**config.mk**
```make
export PLATFORM = sky130hd
export DESIGN_NAME = vga_sync_gen_flat
export DESIGN_NICKNAME = d
export VERILOG_FILES = /design/src/rtl/vga_timing_pkg.sv /design/src/rtl/vga_sync_gen_if.sv /design/src/rtl/vga_axis_cnt.sv /design/src/rtl/vga_sync_gen.sv /design/src/flat_wrapper.sv
export SDC_FILE = /design/constraint.sdc
export NUM_CORES = 1
export LEC_CHECK = 0
export ABC_CLOCK_PERIOD_IN_PS = 3000
export CAP_MARGIN = 25
export CORE_MARGIN = 2
export CORE_UTILIZATION = 38
export DETAILED_ROUTE_END_ITERATION = 10
export PLACE_DENSITY = 0.56
export SKIP_CTS_REPAIR_TIMING = 1
export SLEW_MARGIN = 20
export SYNTH_ARGS = -nofsm -noshare
export SYNTH_HDL_FRONTEND = slang
export SYNTH_SLANG_ARGS = --single-unit
```
**constraint.sdc**
```tcl
create_clock -name CLK -period 3 [get_ports CLK]
set_input_delay 0.9 -clock CLK [delete_from_list [all_inputs] [get_ports CLK]]
set_output_delay 0.9 -clock CLK [all_outputs]
set_load 0.01 [all_outputs]
```
**src/rtl/vga_timing_pkg.sv**
```systemverilog
// Shared VGA timing constants (640x480@60 defaults) and helper types.
// Used by the sync generator and by the framebuffer reader.
package vga_timing_pkg;

  localparam int unsigned H_SIZE = 640;
  localparam int unsigned H_FP   = 16;
  localparam int unsigned H_SW   = 96;
  localparam int unsigned H_BP   = 48;
  localparam int unsigned V_SIZE = 480;
  localparam int unsigned V_FP   = 10;
  localparam int unsigned V_SW   = 2;
  localparam int unsigned V_BP   = 33;
  localparam logic        H_POL  = 1'b0;
  localparam logic        V_POL  = 1'b0;

  localparam int CNT_W  = 14;
  localparam int ADDR_W = 24;

  typedef logic [CNT_W-1:0]  cnt_t;
  typedef logic [ADDR_W-1:0] addr_t;

  // Length of one axis (line or frame) in counter steps.
  function automatic int unsigned axis_total(input int unsigned size, input int unsigned fp,
                                             input int unsigned sw, input int unsigned bp);
    return size + fp + sw + bp;
  endfunction

  localparam int unsigned H_TOTAL = axis_total(H_SIZE, H_FP, H_SW, H_BP);
  localparam int unsigned V_TOTAL = axis_total(V_SIZE, V_FP, V_SW, V_BP);

endpackage

```
**src/rtl/vga_sync_gen_if.sv**
```systemverilog
// Timing bundle between the sync generator (master) and its consumer (slave).
// The consumer supplies the pixel clock enable and the scan direction.
interface vga_sync_gen_if;
  import vga_timing_pkg::*;

  logic  PCE;
  logic  Reverse_SW;
  logic  Hsync;
  logic  Vsync;
  logic  DE;
  cnt_t  hpos;
  cnt_t  vpos;
  addr_t addr;
  logic  frame_start;
  logic  line_start;

  modport master (
    input  PCE, Reverse_SW,
    output Hsync, Vsync, DE, hpos, vpos, addr, frame_start, line_start
  );

  modport slave (
    output PCE, Reverse_SW,
    input  Hsync, Vsync, DE, hpos, vpos, addr, frame_start, line_start
  );

endinterface

```
**src/rtl/vga_axis_cnt.sv**
```systemverilog
// One timing axis: wrap counter 0..TOTAL-1 with enable, terminal count,
// and decode of the active and sync windows from the current count.
module vga_axis_cnt
  import vga_timing_pkg::*;
#(
  parameter int unsigned SIZE = H_SIZE,
  parameter int unsigned FP   = H_FP,
  parameter int unsigned SW   = H_SW,
  parameter int unsigned BP   = H_BP
) (
  input  logic clk_i,
  input  logic rst_ni,
  input  logic en_i,
  output cnt_t cnt_o,
  output logic tc_o,
  output logic act_o,
  output logic sync_o
);

  localparam int unsigned TOTAL = axis_total(SIZE, FP, SW, BP);
  localparam cnt_t LAST    = cnt_t'(TOTAL - 1);
  localparam cnt_t ACT_END = cnt_t'(SIZE);
  localparam cnt_t SYNC_LO = cnt_t'(SIZE + FP);
  localparam cnt_t SYNC_HI = cnt_t'(SIZE + FP + SW - 1);

  cnt_t cnt_q, cnt_d;

  assign tc_o   = (cnt_q == LAST);
  assign act_o  = (cnt_q < ACT_END);
  assign sync_o = (cnt_q >= SYNC_LO) && (cnt_q <= SYNC_HI);
  assign cnt_o  = cnt_q;

  // Next count: advance on enable, wrap after the last position.
  always_comb begin
    cnt_d = cnt_q;
    if (en_i) cnt_d = tc_o ? '0 : cnt_q + 1'b1;
  end

  // Count register.
  always_ff @(posedge clk_i or negedge rst_ni) begin
    if (!rst_ni) cnt_q <= '0;
    else         cnt_q <= cnt_d;
  end

endmodule

```
**src/rtl/vga_sync_gen.sv**
```systemverilog
// VGA sync/timing generator. Outputs are registered from the current
// (hc,vc) on each enabled edge, so every output lags the counters by one
// enabled cycle and all outputs stay mutually aligned. The framebuffer
// address uses a per-line row base stepped by +/-HSIZE (no multiplier);
// scan direction is latched only at the last pixel of a frame.
module vga_sync_gen
  import vga_timing_pkg::*;
#(
  parameter int unsigned HSIZE = H_SIZE,
  parameter int unsigned HFP   = H_FP,
  parameter int unsigned HSW   = H_SW,
  parameter int unsigned HBP   = H_BP,
  parameter int unsigned VSIZE = V_SIZE,
  parameter int unsigned VFP   = V_FP,
  parameter int unsigned VSW   = V_SW,
  parameter int unsigned VBP   = V_BP,
  parameter logic        HPOL  = H_POL,
  parameter logic        VPOL  = V_POL
) (
  input  logic           CLK,
  input  logic           RESET_N,
  vga_sync_gen_if.master vif
);

  localparam addr_t ROW_STEP = addr_t'(HSIZE);
  localparam addr_t ROW_LAST = addr_t'((VSIZE - 1) * HSIZE);

  cnt_t hc, vc;
  logic h_tc, h_act, h_sync;
  logic v_tc, v_act, v_sync;

  vga_axis_cnt #(.SIZE(HSIZE), .FP(HFP), .SW(HSW), .BP(HBP)) u_h (
    .clk_i (CLK),
    .rst_ni(RESET_N),
    .en_i  (vif.PCE),
    .cnt_o (hc),
    .tc_o  (h_tc),
    .act_o (h_act),
    .sync_o(h_sync)
  );

  vga_axis_cnt #(.SIZE(VSIZE), .FP(VFP), .SW(VSW), .BP(VBP)) u_v (
    .clk_i (CLK),
    .rst_ni(RESET_N),
    .en_i  (vif.PCE & h_tc),
    .cnt_o (vc),
    .tc_o  (v_tc),
    .act_o (v_act),
    .sync_o(v_sync)
  );

  logic  rev_q, rev_d;
  addr_t row_q, row_d;

  // Row base follows vc; direction is captured once per frame at the last pixel.
  // Past the active lines the base keeps stepping but is never used.
  always_comb begin
    rev_d = rev_q;
    row_d = row_q;
    if (vif.PCE && h_tc) begin
      if (v_tc) begin
        rev_d = vif.Reverse_SW;
        row_d = vif.Reverse_SW ? ROW_LAST : '0;
      end else begin
        row_d = rev_q ? row_q - ROW_STEP : row_q + ROW_STEP;
      end
    end
  end

  logic  hs_q, hs_d, vs_q, vs_d, de_q, de_d, fs_q, fs_d, ls_q, ls_d;
  cnt_t  hpos_q, hpos_d, vpos_q, vpos_d;
  addr_t addr_q, addr_d;

  // Output decode from the pre-edge counter values; everything holds when PCE=0.
  always_comb begin
    hs_d   = hs_q;
    vs_d   = vs_q;
    de_d   = de_q;
    fs_d   = fs_q;
    ls_d   = ls_q;
    hpos_d = hpos_q;
    vpos_d = vpos_q;
    addr_d = addr_q;
    if (vif.PCE) begin
      de_d   = h_act & v_act;
      hs_d   = h_sync ? HPOL : ~HPOL;
      vs_d   = v_sync ? VPOL : ~VPOL;
      hpos_d = hc;
      vpos_d = vc;
      addr_d = (h_act & v_act) ? row_q + addr_t'(hc) : '0;
      fs_d   = (hc == '0) && (vc == '0);
      ls_d   = (hc == '0) && v_act;
    end
  end

  // State and output registers.
  always_ff @(posedge CLK or negedge RESET_N) begin
    if (!RESET_N) begin
      rev_q  <= 1'b0;
      row_q  <= '0;
      hs_q   <= ~HPOL;
      vs_q   <= ~VPOL;
      de_q   <= 1'b0;
      fs_q   <= 1'b0;
      ls_q   <= 1'b0;
      hpos_q <= '0;
      vpos_q <= '0;
      addr_q <= '0;
    end else begin
      rev_q  <= rev_d;
      row_q  <= row_d;
      hs_q   <= hs_d;
      vs_q   <= vs_d;
      de_q   <= de_d;
      fs_q   <= fs_d;
      ls_q   <= ls_d;
      hpos_q <= hpos_d;
      vpos_q <= vpos_d;
      addr_q <= addr_d;
    end
  end

  assign vif.Hsync       = hs_q;
  assign vif.Vsync       = vs_q;
  assign vif.DE          = de_q;
  assign vif.hpos        = hpos_q;
  assign vif.vpos        = vpos_q;
  assign vif.addr        = addr_q;
  assign vif.frame_start = fs_q;
  assign vif.line_start  = ls_q;

endmodule

```
**src/flat_wrapper.sv**
```systemverilog
// flat-port wrapper written by rule: the top's interface ports become plain ports
module vga_sync_gen_flat import vga_timing_pkg::*;
#(
  parameter int unsigned HSIZE = H_SIZE,
  parameter int unsigned HFP   = H_FP,
  parameter int unsigned HSW   = H_SW,
  parameter int unsigned HBP   = H_BP,
  parameter int unsigned VSIZE = V_SIZE,
  parameter int unsigned VFP   = V_FP,
  parameter int unsigned VSW   = V_SW,
  parameter int unsigned VBP   = V_BP,
  parameter logic        HPOL  = H_POL,
  parameter logic        VPOL  = V_POL
)
  (CLK, RESET_N, vif_PCE, vif_Reverse_SW, vif_Hsync, vif_Vsync, vif_DE, vif_hpos, vif_vpos, vif_addr, vif_frame_start, vif_line_start);
  vga_sync_gen_if vif_i ();
  input  logic CLK;
  input  logic RESET_N;
  input wire logic [$bits(vif_i.PCE)-1:0] vif_PCE;
  input wire logic [$bits(vif_i.Reverse_SW)-1:0] vif_Reverse_SW;
  output wire logic [$bits(vif_i.Hsync)-1:0] vif_Hsync;
  output wire logic [$bits(vif_i.Vsync)-1:0] vif_Vsync;
  output wire logic [$bits(vif_i.DE)-1:0] vif_DE;
  output wire logic [$bits(vif_i.hpos)-1:0] vif_hpos;
  output wire logic [$bits(vif_i.vpos)-1:0] vif_vpos;
  output wire logic [$bits(vif_i.addr)-1:0] vif_addr;
  output wire logic [$bits(vif_i.frame_start)-1:0] vif_frame_start;
  output wire logic [$bits(vif_i.line_start)-1:0] vif_line_start;
  assign vif_i.PCE = vif_PCE;
  assign vif_i.Reverse_SW = vif_Reverse_SW;
  assign vif_Hsync = vif_i.Hsync;
  assign vif_Vsync = vif_i.Vsync;
  assign vif_DE = vif_i.DE;
  assign vif_hpos = vif_i.hpos;
  assign vif_vpos = vif_i.vpos;
  assign vif_addr = vif_i.addr;
  assign vif_frame_start = vif_i.frame_start;
  assign vif_line_start = vif_i.line_start;
  vga_sync_gen #(.HSIZE(HSIZE), .HFP(HFP), .HSW(HSW), .HBP(HBP), .VSIZE(VSIZE), .VFP(VFP), .VSW(VSW), .VBP(VBP), .HPOL(HPOL), .VPOL(VPOL)) u_core (.CLK(CLK), .RESET_N(RESET_N), .vif(vif_i));
endmodule
```
# Word-level counts from Yosys, hierarchy flattened
# Index checks and enable logic that the tools add are counted.
[totals]
word_cells = 43
latchBits = 0
rom_bits = 0
register_bits = 110
memories = 0
in_bits = 4
mem_bits_rw = 0
out_inout_bits = 57
[classes]
div_mod_pow = 0
shift = 0
multipliers = 0
mux = 8
reduce_logical = 8
add_sub_neg = 5
bitwise_logic = 2
order_cmp = 6
eq_ne = 2
[ops]
columns = ["cell", "n"]
rows = [
  ["$mux W24", 3],
  ["$add A14 B1 Y14 const B", 2],
  ["$eq A14 B10 Y1 const B", 2],
  ["$logic_not A14 Y1", 2],
  ["$mux W14", 2],
  ["$add A24 B10 Y24 const B", 1],
  ["$add A24 B14 Y24", 1],
  ["$sub A24 B10 Y24 const B", 1],
  ["$mux W19", 1],
  ["$ge A14 B10 Y1 const B", 1],
  ["$ge A14 B9 Y1 const B", 1],
  ["$le A14 B10 Y1 const B", 1],
  ["$le A14 B9 Y1 const B", 1],
  ["$lt A14 B10 Y1 const B", 1],
  ["$lt A14 B9 Y1 const B", 1],
  ["$logic_and A1 B1 Y1", 5],
  ["$and A1 B1 Y1", 2],
  ["$mux W1", 2],
  ["$reduce_and A2 Y1", 1],
]

# Logic depth before layout (Yosys ltp)
[depth]
depth_word = 3
mapped_depth = 8
depth_no_buf = 8

# Modules after synthesis
# From an unflattened synthesis, not the netlist that was laid out.
[unflattened]
cells_unflattened = 528
area_unflattened_um2 = 5511.5
[by_module_without_submodules]
columns = ["module", "instances", "cells_each", "seq_area_each_um2", "area_each_um2"]
rows = [
  ["vga_sync_gen", 1, 376, 1879.3, 3985.1],
  ["vga_axis_cnt at u_core.u_h", 1, 81, 350.3, 785.8],
  ["vga_axis_cnt at u_core.u_v", 1, 71, 350.3, 740.7],
]

# Worst setup path before layout
# OpenSTA, ideal clock, no wires.
[synth_path]
path_kind = "register to register"
start = "reg u_core.rev_q"
end = "reg u_core.row_q[23]"
path_stages_with_launch = 8
path_buffers = 0
period_less_slack_ns = 2.270
arrival_ns = 2.141
setup_time_ns = 0.129
slack_ns = 0.730
t_required_ns = 2.871
path_cell_list = "dfrtp_1 ha_1 a21o_1 nand2b_1 o21ai_0 nand2_1 o31ai_1 o22ai_1"
[synth_between]
elab_chain_cells = 2
[synth_lines]
columns = ["item", "line", "source"]
rows = [
  ["start, declared", "vga_sync_gen.sv:52", "logic rev_q, rev_d;"],
  ["start signal, assigned", "vga_sync_gen.sv:110", "rev_q <= rev_d;"],
  ["$mux W24", "vga_sync_gen.sv:65", "row_d = rev_q ? row_q - ROW_STEP : row_q + ROW_STEP;"],
  ["$mux W24", "vga_sync_gen.sv:61", "if (v_tc) begin"],
  ["end signal, assigned", "vga_sync_gen.sv:111", "row_q <= row_d;"],
  ["end, declared", "vga_sync_gen.sv:53", "addr_t row_q, row_d;"],
]
# No other way between the ends.
# A chain may end at the register's enable or synchronous reset.

# Worst setup path after layout
# Ends and elaborated chain as after synthesis.

==> metrics.md <==
| Metric | Value |
|---|---|
| Finished Layout Cells | 813 |
| Total CTS buffers | 9 |
| Largest net degree at the start of global routing | 48 |
| Post-DRT Antenna Nets | 0 |
| CP Data Arrival Time | 2.84 ns |
| CP required | 3.23 ns |
| Worst skew pair latency | 0.36 ns |
| Worst-case clock buffer depth | 2 |
| Port bufs | 60 |
| Reg2Reg Setup Slack | 0.40 ns |
| Final setup viols | 0 |
| Syn_area_per_cell | 10.0 µm² |
| Crit path max fanout | 21 |
| Critical path class | register to register |
| DRC | 0 |
| Tcrit/Tclk final | 86.8% |
| Sequential area share after synthesis | 45.1% |
| Vias in the first global route | 4,379 |
| Post-Route WL | 13.2 mm |
| Synthesized area | 5720 µm² |
| Placed Area | 6470 µm² |
| Syn_nets | 601 |
| Cell Count Post-Placement | 797 |
| Final Hold Viols | 0 |
| Grt ovf | 0 |
| Slew HR | 60.6% |
| Crit path capture type | register |
| Slew Limit Fails | 0 |
| Clock root buffer | clkbuf_16 |
| Max_cap viols | 0 |
| Most used DFF post-synth | dfrtp_1 |
| Least-Margin Pin Slew | 0.592 ns |
| Synth area leader | dfrtp_1 |
| Worst setup SP type | register |
| CTS Sinks | 103 |
| Synth top area cells | dfrtp_1 44%, ha_1 5.7%, mux2_2 5.1% |
| Num rows | 44 |
| Post-Syn Instances | 570 |
| CTS tree | done |
| Post-DP HPWL | 9.45 mm |
| Outcome | finished clean |
| Diode count | 0 |
| Total Routing Usage GR | 17.3% |
| Drt wl/cell | 16.2 µm |
| Fin Clk Skew | 0.00890 ns |
| Cell area after layout | 6790 µm² |
| GP Congestion | 0.829 |
| Final setup TNS | 0 ns |
| DR vias | 4,351 |
| F_max | 0.384 GHz |
| Worst R2R Path Depth | 7 |
| EDFF count, synth | 0 |
| Hold WC Path Type | register to register |
| P_leak | 2.95 nW |
| VDD IR max | 312 µV |
| NumNets Final | 655 |
| Ys Warns | 0 |
| Filler cells | 1,403 |
| Die Area | 16,100 µm² |
| Synth top area share | 44.2% |
| Unique masters post-synth | 65 |
| Post-synth ARST share | 100% |
| First-pass GRT wire length | 22.4 mm |
| CTS clk-pin slew, worst paths | 0.08 ns |
| Share of layout cells above drive strength 1 | 12.2% |
| Die X | 127 µm |
| Htree depth | 3 |
| Synth Register Bits | 103 |
| Initial antenna violation count | 0 |
| Area delta synth->final | 18.6% |
| DIE HEIGHT | 127 µm |
| Initial DRC count | 279 |
| Initial Util | 39.1% |
| RSZ-0062 raised after global routing | no |
| Hold Crit Depth | 2 |
| IO Pins | 61 |
| Via/cell ratio | 5.35 |
| Post-layout minimum cycle time | 2.60 ns |
| Core area | 14,600 µm² |
| Power density over the cells | 457 nW/µm² |
| DR pass1 iterations | 4 |
-- cells in the final DEF, fill, tap and decap left out, types with 22 or more instances in the layout --
master,netlist,layout
o21ai_0,31,31
dfrtp_1,101,100
nor2_1,24,24
o22ai_1,22,22
inv_1,47,47
ha_1,26,26
nand2_1,50,50
mux2_2,26,26
clkdlybuf4s50_1,0,58
xnor2_1,25,25
-- per-stage QoR --
step	util (%)	hold slack (ns)	setup WS, ns	power [W]
after global routing	46.3	0.528	0.257	0.00324
after floorplan	-	0.458	0.730	0.00175
final	46.3	0.497	0.397	0.00310
after global placement	44.2	0.489	0.407	0.00188
after CTS	46.3	0.503	0.235	0.00314
after detailed placement	44.2	0.486	0.317	0.00189
-- state kept, by name, indices dropped and copies added (netlist names) --
signal / cells
u_core.vif.hpos: 14
u_core.vif.vpos: 14
u_core.vif.line_start: 1
u_core.u_h.cnt_o: 14
u_core.vif.DE: 1
u_core.rev_q: 1
u_core.u_v.cnt_o: 14
u_core.vif.frame_start: 1
u_core.row_q: 17
u_core.vif.Hsync: 1
u_core.vif.Vsync: 1
u_core.vif.addr: 24
-- where the power goes --
part           internal (W)  total (W)  switching, W
clock network      0.000667    0.00124      0.000575
registers           0.00146    0.00158      0.000119
logic              0.000139   0.000281      0.000142
-- worst max-delay path, stage by stage (launching register included) --
cell and delay, ns:
dfrtp_2 0.62, ha_1 0.40, a21oi_1 0.34, nand2b_1 0.11
o21ai_0 0.44, nand2_1 0.17, o31ai_1 0.28, o22ai_1 0.12
-- layer usage --
metal / GRT usage (%) / part of all wire (%) / up-vias
met5: 0 / 0 / -
met4: 5.43 / 1.5 / 0
met3: 2.53 / 3.6 / 17
met2: 27.4 / 46 / 88
met1: 24.5 / 49 / 2112
li1: - / - / 2134
-- cells by family (layout without fill, tap and decap cells) --
kind of cell               count (synthesis)  count (layout)  synth area share (%)
xor gates and xnor gates                  44              44                  6.73
and+or+nand+nor                          171             171                  17.0
DFF                                      103             103                  45.1
muxes                                     29              29                  5.64
AOI/OAI and AO/OA                        126             126                  14.1
buffers and inverters                     70             129                  5.40
adders and majority gates                 27              27                  6.03
-- Yosys cell counts, types with 4 or more instances --
cell      instances
a21o_1           11
a21oi_1          20
a31oi_1           7
and3_1           14
buf_1             4
buf_2             6
clkbuf_1          9
dfrtp_1         101
ha_1             26
inv_1            47
mux2_2           26
nand2_1          50
nand2b_1          5
nand3_1          18
nand4_1          10
nor2_1           24
nor2b_1           6
nor3_1            6
nor3_2            4
nor4_1            5
o21a_1            4
o21ai_0          31
o22ai_1          22
o31ai_1           5
xnor2_1          25
xor2_1           19
-- worst paths after layout --
path	from	end
setup reg to reg	u_core.rev_q$_DFFE_PN0P_	u_core.row_q[23]$_DFFE_PN0P_
setup / recovery	u_core.rev_q$_DFFE_PN0P_	u_core.row_q[23]$_DFFE_PN0P_
max in group asynchronous	RESET_N	u_core.vif.Hsync$_DFFE_PN1P_
min in group asynchronous	RESET_N	u_core.row_q[18]$_DFFE_PN0P_
hold reg to reg	u_core.vif.Vsync$_DFFE_PN1P_	u_core.vif.Vsync$_DFFE_PN1P_
hold / removal	u_core.vif.Vsync$_DFFE_PN1P_	u_core.vif.Vsync$_DFFE_PN1P_
-- area by class of cell --
| type | count | area [µm²] | share of cell area [%] |
|---|---|---|---|
| inverters | 47 | 176 | 2.60 |
| well taps | 184 | 230 | 3.39 |
| multi-input cells | 397 | 2830 | 41.8 |
| repair buffers | 66 | 651 | 9.59 |
| flip-flops and latches | 103 | 2580 | 38.0 |
| clock buffers | 9 | 225 | 3.32 |
| clock inverters | 7 | 88.8 | 1.31 |
No activity file was read; power rests on OpenSTA's default activity.
